$ cat src/rtl/color_sense_ctrl.sv
// Colour-sensor controller: steps the R/G/B/clear filters, averages the sensor
// output period on each channel and classifies the dominant colour once per frame.
module color_sense_ctrl #(
  parameter int         CNT_W       = 16,
  parameter int         AVG_SHIFT   = 2,
  parameter int         SETTLE_CYC  = 1000,
  parameter int         TIMEOUT_CYC = 60000,
  parameter int         WHITE_MIN   = 80,
  parameter int         WHITE_MAX   = 250,
  parameter logic [1:0] FREQ_SCALE  = 2'b10
) (
  input  logic             scaled_clock,
  input  logic             reset_n,
  input  logic             en,
  input  logic             cs_output,
  output logic             cs_S0,
  output logic             cs_S1,
  output logic             cs_S2,
  output logic             cs_S3,
  output logic             cs_en,
  output logic [CNT_W-1:0] red,
  output logic [CNT_W-1:0] green,
  output logic [CNT_W-1:0] blue,
  output logic [CNT_W-1:0] white,
  output logic [1:0]       cd_out,
  output logic             result_valid,
  output logic             timeout
);

  localparam int               ACC_W       = CNT_W + AVG_SHIFT;
  localparam int               KW          = AVG_SHIFT + 1;
  localparam logic [KW-1:0]    K_FULL      = KW'(1 << AVG_SHIFT);
  localparam logic [CNT_W-1:0] SETTLE_LAST = CNT_W'(SETTLE_CYC - 1);
  localparam logic [CNT_W-1:0] TIMEOUT_VAL = CNT_W'(TIMEOUT_CYC);
  localparam logic [CNT_W-1:0] W_MIN       = CNT_W'(WHITE_MIN);
  localparam logic [CNT_W-1:0] W_MAX       = CNT_W'(WHITE_MAX);
  localparam logic [1:0]       CH_R        = 2'd0;
  localparam logic [1:0]       CH_W        = 2'd3;

  typedef enum logic [2:0] {
    S_IDLE, S_SELECT, S_ALIGN, S_MEASURE, S_STORE, S_DECIDE
  } state_t;

  state_t             state_reg;
  logic [1:0]         ch_reg;
  logic [1:0]         filt_reg;
  logic [CNT_W-1:0]   cnt_reg;
  logic [ACC_W-1:0]   acc_reg;
  logic [KW-1:0]      k_reg;
  logic               ch_to_reg;
  logic               frame_to_reg;
  logic [2:0]         sync_reg;

  logic               edge_det;
  logic [CNT_W-1:0]   cnt_inc;
  logic [KW-1:0]      k_next;
  logic               to_hit;
  logic               meas_we;
  logic [CNT_W-1:0]   meas_wdata;
  logic [CNT_W-1:0]   r_val, g_val, b_val, w_val;
  logic [1:0]         cd_next;

  function automatic logic [1:0] filter_code(input logic [1:0] ch);
    case (ch)
      2'd0:    filter_code = 2'b00;
      2'd1:    filter_code = 2'b11;
      2'd2:    filter_code = 2'b01;
      default: filter_code = 2'b10;
    endcase
  endfunction

  assign {cs_S0, cs_S1} = FREQ_SCALE;
  assign {cs_S2, cs_S3} = filt_reg;

  // sync_reg[1:0] is the two-flop synchroniser, sync_reg[2] its delayed copy
  assign edge_det = sync_reg[1] & ~sync_reg[2];
  assign cnt_inc  = (cnt_reg == {CNT_W{1'b1}}) ? cnt_reg : cnt_reg + CNT_W'(1);
  assign k_next   = k_reg + KW'(1);
  assign to_hit   = en && (state_reg == S_ALIGN || state_reg == S_MEASURE)
                    && (cnt_reg == TIMEOUT_VAL);

  // A timed-out channel is written with all ones immediately; STORE then skips it
  assign meas_we    = to_hit || (state_reg == S_STORE && !ch_to_reg);
  assign meas_wdata = to_hit ? {CNT_W{1'b1}} : CNT_W'(acc_reg >> AVG_SHIFT);

  // Working copies of this frame's channel periods; published only at DECIDE
  genvar gi;
  generate
    for (gi = 0; gi < 4; gi++) begin : g_meas
      logic [CNT_W-1:0] val_reg;
      always_ff @(posedge scaled_clock or negedge reset_n) begin
        if (!reset_n)
          val_reg <= '0;
        else if (meas_we && ch_reg == 2'(gi))
          val_reg <= meas_wdata;
      end
    end
  endgenerate

  assign r_val = g_meas[0].val_reg;
  assign g_val = g_meas[1].val_reg;
  assign b_val = g_meas[2].val_reg;
  assign w_val = g_meas[3].val_reg;

  always_comb begin
    cd_next = 2'b11;
    if (!(w_val < W_MIN || w_val > W_MAX || frame_to_reg)) begin
      if (r_val < g_val && r_val < b_val)
        cd_next = 2'b00;
      else if (g_val < r_val && g_val < b_val)
        cd_next = 2'b01;
      else if (b_val < r_val && b_val < g_val)
        cd_next = 2'b10;
    end
  end

  always_ff @(posedge scaled_clock or negedge reset_n) begin
    if (!reset_n) begin
      state_reg    <= S_IDLE;
      ch_reg       <= CH_R;
      filt_reg     <= 2'b00;
      cnt_reg      <= '0;
      acc_reg      <= '0;
      k_reg        <= '0;
      ch_to_reg    <= 1'b0;
      frame_to_reg <= 1'b0;
      sync_reg     <= '0;
      cs_en        <= 1'b1;
      red          <= '0;
      green        <= '0;
      blue         <= '0;
      white        <= '0;
      cd_out       <= 2'b11;
      result_valid <= 1'b0;
      timeout      <= 1'b0;
    end else begin
      sync_reg     <= {sync_reg[1:0], cs_output};
      cs_en        <= ~en;
      result_valid <= 1'b0;

      if (!en && state_reg != S_IDLE && state_reg != S_DECIDE) begin
        state_reg <= S_IDLE;
        ch_to_reg <= 1'b0;
      end else begin
        case (state_reg)
          S_IDLE: begin
            if (en) begin
              state_reg    <= S_SELECT;
              ch_reg       <= CH_R;
              filt_reg     <= filter_code(CH_R);
              cnt_reg      <= '0;
              frame_to_reg <= 1'b0;
            end
          end

          S_SELECT: begin
            if (cnt_reg == SETTLE_LAST) begin
              state_reg <= S_ALIGN;
              cnt_reg   <= '0;
            end else begin
              cnt_reg <= cnt_inc;
            end
          end

          S_ALIGN: begin
            if (to_hit) begin
              ch_to_reg    <= 1'b1;
              frame_to_reg <= 1'b1;
              state_reg    <= S_STORE;
            end else if (edge_det) begin
              cnt_reg   <= '0;
              acc_reg   <= '0;
              k_reg     <= '0;
              state_reg <= S_MEASURE;
            end else begin
              cnt_reg <= cnt_inc;
            end
          end

          S_MEASURE: begin
            if (to_hit) begin
              ch_to_reg    <= 1'b1;
              frame_to_reg <= 1'b1;
              state_reg    <= S_STORE;
            end else if (edge_det) begin
              // period includes the edge cycle itself
              acc_reg <= acc_reg + ACC_W'(cnt_reg) + ACC_W'(1);
              cnt_reg <= '0;
              k_reg   <= k_next;
              if (k_next == K_FULL)
                state_reg <= S_STORE;
            end else begin
              cnt_reg <= cnt_inc;
            end
          end

          S_STORE: begin
            ch_to_reg <= 1'b0;
            if (ch_reg == CH_W) begin
              state_reg <= S_DECIDE;
            end else begin
              ch_reg    <= ch_reg + 2'd1;
              filt_reg  <= filter_code(ch_reg + 2'd1);
              cnt_reg   <= '0;
              state_reg <= S_SELECT;
            end
          end

          S_DECIDE: begin
            red          <= r_val;
            green        <= g_val;
            blue         <= b_val;
            white        <= w_val;
            cd_out       <= cd_next;
            timeout      <= frame_to_reg;
            result_valid <= 1'b1;
            if (en) begin
              state_reg    <= S_SELECT;
              ch_reg       <= CH_R;
              filt_reg     <= filter_code(CH_R);
              cnt_reg      <= '0;
              frame_to_reg <= 1'b0;
            end else begin
              state_reg <= S_IDLE;
            end
          end

          default: state_reg <= S_IDLE;
        endcase
      end
    end
  end

endmodule

$ cat config.mk
export PLATFORM = sky130hd
export DESIGN_NAME = color_sense_ctrl
export DESIGN_NICKNAME = d
export VERILOG_FILES = /design/src/rtl/color_sense_ctrl.sv
export SDC_FILE = /design/constraint.sdc
export NUM_CORES = 1
export LEC_CHECK = 0
export ABC_AREA = 1
export BUFFER_PORTS_ARGS = -buffer_cell sky130_fd_sc_hd__buf_2
export CAP_MARGIN = 40
export CORE_MARGIN = 4
export CORE_UTILIZATION = 45
export CTS_CLUSTER_SIZE = 20
export DETAILED_ROUTE_END_ITERATION = 10
export GPL_ROUTABILITY_DRIVEN = 0
export SLEW_MARGIN = 20
export SYNTH_ARGS = -nofsm -noshare
export SYNTH_HDL_FRONTEND = slang
export SYNTH_SLANG_ARGS = --single-unit
$ cat constraint.sdc
create_clock -name scaled_clock -period 2.1 [get_ports scaled_clock]
set_clock_uncertainty 0.15 [all_clocks]
set_input_delay 0.315 -clock scaled_clock [delete_from_list [all_inputs] [get_ports scaled_clock]]
set_output_delay 0.315 -clock scaled_clock [all_outputs]
set_load 0.1 [all_outputs]
==> results of run 1 <==
## final timing paths
check                             from              endpoint  slack [ns]
min                                 en                 cs_en        0.15
max reg2reg                 cnt_reg[0]  g_meas[1].val_reg[5]        0.04
max in group asynchronous      reset_n             cd_out[0]        0.87
min in group asynchronous      reset_n              green[2]        0.25
min reg2reg                sync_reg[0]           sync_reg[1]        0.20
max                         cnt_reg[0]  g_meas[1].val_reg[5]        0.04
## layout by cell type (no fill, tap or decap), types with 4 or more instances in the layout
cell,instances
nor3_1,16
buf_2,73
nand2_2,21
dfrtp_2,9
or2_2,12
inv_4,4
buf_4,47
o21ai_1,20
nand2_4,8
o22ai_1,11
a21oi_2,6
nor2_2,4
ha_1,64
nand3_2,6
inv_2,6
xor2_1,11
o21ai_0,129
buf_6,4
dfrtp_1,169
nand2_1,334
nor4_1,4
a21oi_1,39
nor2_1,51
inv_1,146
nand4_1,13
nor2_4,9
inv_6,5
o21ai_2,13
nand3_1,59
xnor2_1,5
clkbuf_16,20
buf_12,9
ha_4,7
## cell type report
cell class	instances	area [um2]	share of cell area (%)
clock buffers	18	429	3.53
clock inverters	14	183	1.50
inverters	157	601	4.94
multi-input cells	870	5010	41.2
flip-flops and latches	181	4540	37.4
well taps	280	350	2.88
repair buffers	139	1050	8.65
## critical path: stages, from the launching register on
cell	delay [ns]
dfrtp_1	0.40
inv_2	0.12
ha_4	0.15
nand2_2	0.05
nor3_2	0.12
nand3_1	0.14
nor2_4	0.19
nor2_4	0.10
nor2_4	0.14
buf_12	0.14
clkbuf_16	0.17
nand2_4	0.04
o21ai_1	0.07
## what timing repair did
| item | CTS | global route |
|---|---|---|
| buffers inserted | 0 | 8 |
| hold buffers | 2 | 0 |
| endpoints found under the setup margin | 31 | 95 |
| pin swaps | 0 | 4 |
| gates cloned | 0 | 5 |
| resized for setup | 3 | 91 |
| endpoints found under the hold margin | 45 | 0 |
## power groups by stage
stage | logic, mW | registers (mW) | clock network [mW]
final | 11.2 | 5.43 | 3.36
after global routing | 12.3 | 5.59 | 3.56
after CTS | 10.9 | 5.41 | 3.43
after detailed placement | 10.8 | 5.47 | 0
after global placement | 10.7 | 5.45 | 0
after floorplan | 4.28 | 9.61 | 0
## per-layer routing
metal	vias to the layer above	routed length, um
met5	-	0
met3	42	978
li1	4283	-
met1	3949	11900
met2	178	12200
met4	0	683
## logic make-up after synthesis
| family | count (synthesis) |
|---|---|
| and+or+nand+nor | 547 |
| DFF | 181 |
| xor gates and xnor gates | 16 |
| adders and majority gates | 73 |
| buffers and inverters | 195 |
| AOI/OAI and AO/OA | 232 |
| other | 2 |
==> run metrics, run 1 <==
worst slack at placement=-0.0339 ns; H-Tree Level Count=4; Startpoint Class=register; Clock transition at path regs=~0.070 ns; DRC viols=0; FF-to-FF path depth=12; met3 usage=3.20%; final non-filler cell total=1,659; worst skew pair latency=between 0.4 and 0.5 ns; unrepaired setup endpoints after global routing=yes; Yosys warnings=0; vias in the first global route=8,120; Die W=roughly 160 um; post-layout util=between 50% and 60%; net switching power=10.6 mW; part of the power in registers=27.1%; post-synthesis mux area share=0%; Min-Delay Path Class=in -> reg; Initial Util=46.0%; WHS=0.149 ns; FILL cells=a little over 2,000; Hold Crit Depth=2; placed instance count=1,612; antenna violations before repair=0; met1 Track Usage GR=between 20% and 30%; Final Cycle Share=98.3%; top post-synthesis cells by area=dfrtp_1 44%, nand2_1 13%, ha_1 8.9%; max-slew violation count=0; sequential fraction of the synthesis area=45.0%; post-synthesis register bit count=181; Worst Max-Slew Pin Slew=0.500 ns; Critical Setup Path Class=reg -> reg; via/cell ratio=5.09; Worst IR Drop VDD=0.979 mV; Mapped Cells=about 1,200; Synth Area in XOR/XNOR=1.39%; Longest Clk Path Bufs=2; Primary FF master, synth=dfrtp_1; mean post-synth cell area=between 8 and 9 um2; total CTS buffers=17; # diodes=0; cell row count=54; Int Power=~9.4 mW; Final Hold Viols=0; main combinational cell family by area after synthesis=simple AND/OR/NAND/NOR gates; Synth area leader=dfrtp_1; top post-synthesis cells by count=352 x nand2_1, 178 x dfrtp_1, 150 x inv_1, 145 x o21ai_0, 72 x ha_1; GR Overflow Total=0; Achievable Freq=484 MHz; Data arrival, critical path=2.28 ns; synthesized area=around 0.010 mm2; Logic pwr share=56.1%; largest net degree at the start of global routing=130; GRT Util Overall=20.6%; asr flop ratio synth=100%; Port Buf Inserts=74; global-route wire length before repair=40.5 mm; Vias=8,452; final total power=roughly 20 mW; PwrDens=1640 mW/mm2; I/O Pins=77; CP Capture Type=register; adder-cell area share of the yosys netlist=around 9%; final setup fails=0; top cell type's share of synthesized area=44.2%; Max Cap Viol=0; total wire length=25.7 mm; Final min period=between 2 and 2.5 ns; count of cell types in the netlist=47; Detail Placement HPWL=18.8 mm; max_slew headroom=66.5%; Area Overhead vs Synth=20.8%; grt peak-use layer=met2; nets@finish=1,443; Switching Fraction=53.0%; post-synthesis compound-gate area fraction=about an eighth; max FFs per register=48; Final Cell Area=0.0122 mm2; top-count cell post-synth=nand2_1; die outline area=0.0248 mm2; die height=approximately 160 um; Critical Path RT=2.31 ns; met2 Usage GRT=33.7%; core area=0.0219 mm2; run status=finished, final reports clean; EDFF count, synth=0; total negative slack=0 ns; Syn Nets=approximately 1,300; DR pass1 iterations=5; root buffer cell=clkbuf_16; Clock power frac=between 15 and 20%; worst setup slack after layout=0.0357 ns; Critical Path Fanout Max=8; clock sink total=about 180; layout cells sized above 1=21.0%; Leak=6.36 nW; Avg WL per Cell=15.5 um; Simple-Gate Fraction of Synth Area=24.0%; Post-DP Area=0.0111 mm2; CTS tree=built; antenna-violating nets left=0; 1st-iter DRT viols=382
Power figures use the tool's default switching activity.
==> run 2: changes to the inputs <==
- ABC_AREA: 1 -> 0
- PLACE_DENSITY: unset -> 0.65
==> run 2 against run 1 <==
  * The flow now finishes with violations (setup timing)
  * Fmax fell by 13%
  * Sequential share of layout area down 2.2 points
  * Area after synthesis down 7.2%
  * Clock power down 6.0%
  * First-iteration DRC count increased by 11%
  * Sequential power shrank 29%
  * Global-route usage rose by 1.2 points
  * Synthesized cell count is 19% lower
  * Non-clock buffer count grew 137
  * Worst setup slack worse by 0.30 ns
  * Design area is 5.9% higher
  * Critical path type unchanged
==> run metrics, run 2 <==
run status=finished with violations; failing checks=setup timing; Final Cycle Share=113%; CP Capture Type=register; EDFF count, synth=0; core area=0.0203 mm2; final setup fails=105; R2R Path End=acc_reg[11]; Critical Setup Path Class=reg -> reg; worst setup path end=acc_reg[11]; Switching Fraction=a little over a third; Achievable Freq=422 MHz; footprint of the multi-input gates=0.00513 mm2; mean post-synth cell area=just over 9 um2; I/O Pins=77; Die W=152 um; top post-synthesis cells by area=dfrtp_1 48%, ha_1 9.6%, nand2_1 9.4%; Yosys warnings=0; Area Overhead vs Synth=37.9%; Critical Path RT=between 2 and 2.5 ns; GRT Util Overall=21.8%; Vias=8,249; global-route wire length before repair=41.9 mm; Final min period=2.37 ns; max FFs per register=48; top-count cell post-synth=nand2_1; Clock power frac=31.4%; Port Buf Inserts=between 70 and 80; Min-Delay Path Class=in -> reg; antenna-violating nets left=0; cells along the critical path=inv_2 > ha_4 > nor4bb_4 > nand3b_4 > nor4_4 > buf_4 > or2_4 > clkbuf_16 > nand2_1 > o41ai_2; vias in the first global route=8,241; PwrDens=780 mW/mm2; crit-path leading delay family=simple AND/OR/NAND/NOR gates; Avg WL per Cell=16.7 um; top cell type's share of synthesized area=47.7%; Primary FF master, synth=dfrtp_1; Worst Max-Slew Pin Slew=between 0.5 and 0.6 ns; Leak=between 6 and 7 nW; Startpoint Class=register; Detail Placement HPWL=17.4 mm; WHS=roughly 0.077 ns; # diodes=0; top post-synthesis cells by count=234 x nand2_1, 178 x dfrtp_1, 101 x o21ai_0, 72 x ha_1, 47 x nor2_1; GR Overflow Total=0; Mapped Cells=a little over 1,000; Max Cap Viol=0; sequential fraction of the synthesis area=48.5%; die height=roughly 150 um; critical path depth in cells=10; net switching power=3.50 mW; most frequent cells in the layout=213 x nand2_1, 177 x dfrtp_1, 176 x buf_4; Syn Nets=1,084; DR pass1 iterations=5; antenna violations before repair=0; 1st-iter DRT viols=423; Synth area leader=dfrtp_1; Logic pwr share=30.3%; commonest non-fill, non-tap cell in the layout=nand2_1; FILL cells=1,685; synthesized area=0.00935 mm2; DRC viols=0; slowest stage cell, crit path=nor4_4; post-layout util=63.5%; worst setup slack after layout=-0.268 ns; Clock transition at path regs=~0.070 ns; count of cell types in the netlist=79; clock sink total=181; register area=0.00454 mm2; max_slew headroom=62.1%; reg-to-reg startpoint=cnt_reg[0]; Int Power=around 6.6 mW; unrepaired setup endpoints after global routing=yes; worst skew pair latency=0.43 ns; worst stage delay on the critical path=~0.40 ns; part of the power in registers=38.2%; H-Tree Level Count=4; largest net degree at the start of global routing=74; layout cells sized above 1=34.0%; Final Hold Viols=0; Critical Path Fanout Max=6; FF-to-FF path depth=10; Data arrival, critical path=between 2 and 3 ns; max-slew violation count=0; crit path launch=cnt_reg[0]; Worst IR Drop VDD=0.495 mV; Initial Util=46.0%; total CTS buffers=17; via/cell ratio=5.33; total wire length=25.8 mm; asr flop ratio synth=100%; Longest Clk Path Bufs=2; Reg2Reg Setup Slack=-0.27 ns; CTS tree=built; cell row count=52; post-synthesis register bit count=181; die outline area=0.0231 mm2; nets@finish=approximately 1,300; Buffers & Inverters on Critical Path=3; root buffer cell=clkbuf_16; Hold Crit Depth=3; min-delay src=en
-- run 2: through the flow --
stage	TNS (ns)	setup WS, ns	power (mW)	cells	instance area [um2]
after detailed placement	-21.67	-0.281	6.40	1482	11400
final	-21.80	-0.268	10.0	1549	12900
after global placement	-14.75	-0.236	6.36	1482	11400
after floorplan	-8.02	-0.216	5.48	1007	9510
after CTS	-15.20	-0.194	9.96	1537	12500
after global routing	-36.87	-0.422	10.6	1549	12900
-- run 2: tightest hold or removal path, delay by kind of cell --
family,cells,cell delay (ns)
buf+inv,2,0.24
compound gates,1,0.07
-- run 2: final cells by class --
class / instances / area share [%]
clock inverter: 15 / 1.24
clock buffer: 17 / 3.30
sequential: 181 / 35.2
tap: 270 / 2.62
timing repair buffer: 276 / 16.5
multi-input combinational: 745 / 39.8
inverter: 45 / 1.31
-- run 2: kinds of logic (layout without fill, tap and decap cells) --
family,count (synthesis),after routing,synth area share (%)
xor gates and xnor gates,19,19,1.78
DFF,181,181,48.5
and+or+nand+nor,393,393,19.3
other,2,2,0.0804
muxes,3,3,0.335
adders and majority gates,73,73,9.85
buffers and inverters,87,353,4.07
AOI/OAI and AO/OA,249,255,16.1
-- run 2: per-layer routing --
layer | wire (um) | GRT usage (%) | up-vias
li1 | - | - | 4049
met1 | 11300 | 28.3 | 3957
met2 | 12900 | 37.5 | 194
met3 | 917 | 3.81 | 49
met4 | 744 | 6.64 | 0
met5 | 0 | 0 | -
-- run 2: how the worst min path moves through the flow --
stage / to / slack, ns
after floorplan: acc_reg[0] / -0.13
after global placement: red[14] / 0.12
after detailed placement: red[14] / 0.12
after CTS: cs_en / 0.06
after global routing: frame_to_reg / 0.1
final: frame_to_reg / 0.08
-- run 2: repair_timing --
item,CTS,global route
setup buffers,15,8
endpoints found under the setup margin,106,107
resized for setup,91,62
cloned,6,5
hold buffers,2,0
hold endpoints to repair,40,0
pin swaps,40,30
-- run 2: power by group through the flow --
stage | Sequential [mW] | Clock (mW) | Combinational [mW]
2_1_floorplan | 4.25 | 0 | 1.23
3_3_place_gp | 3.90 | 0 | 2.46
3_5_place_dp | 3.90 | 0 | 2.50
4_1_cts | 3.84 | 3.22 | 2.91
5_1_grt | 3.87 | 3.39 | 3.32
6_report | 3.84 | 3.16 | 3.05
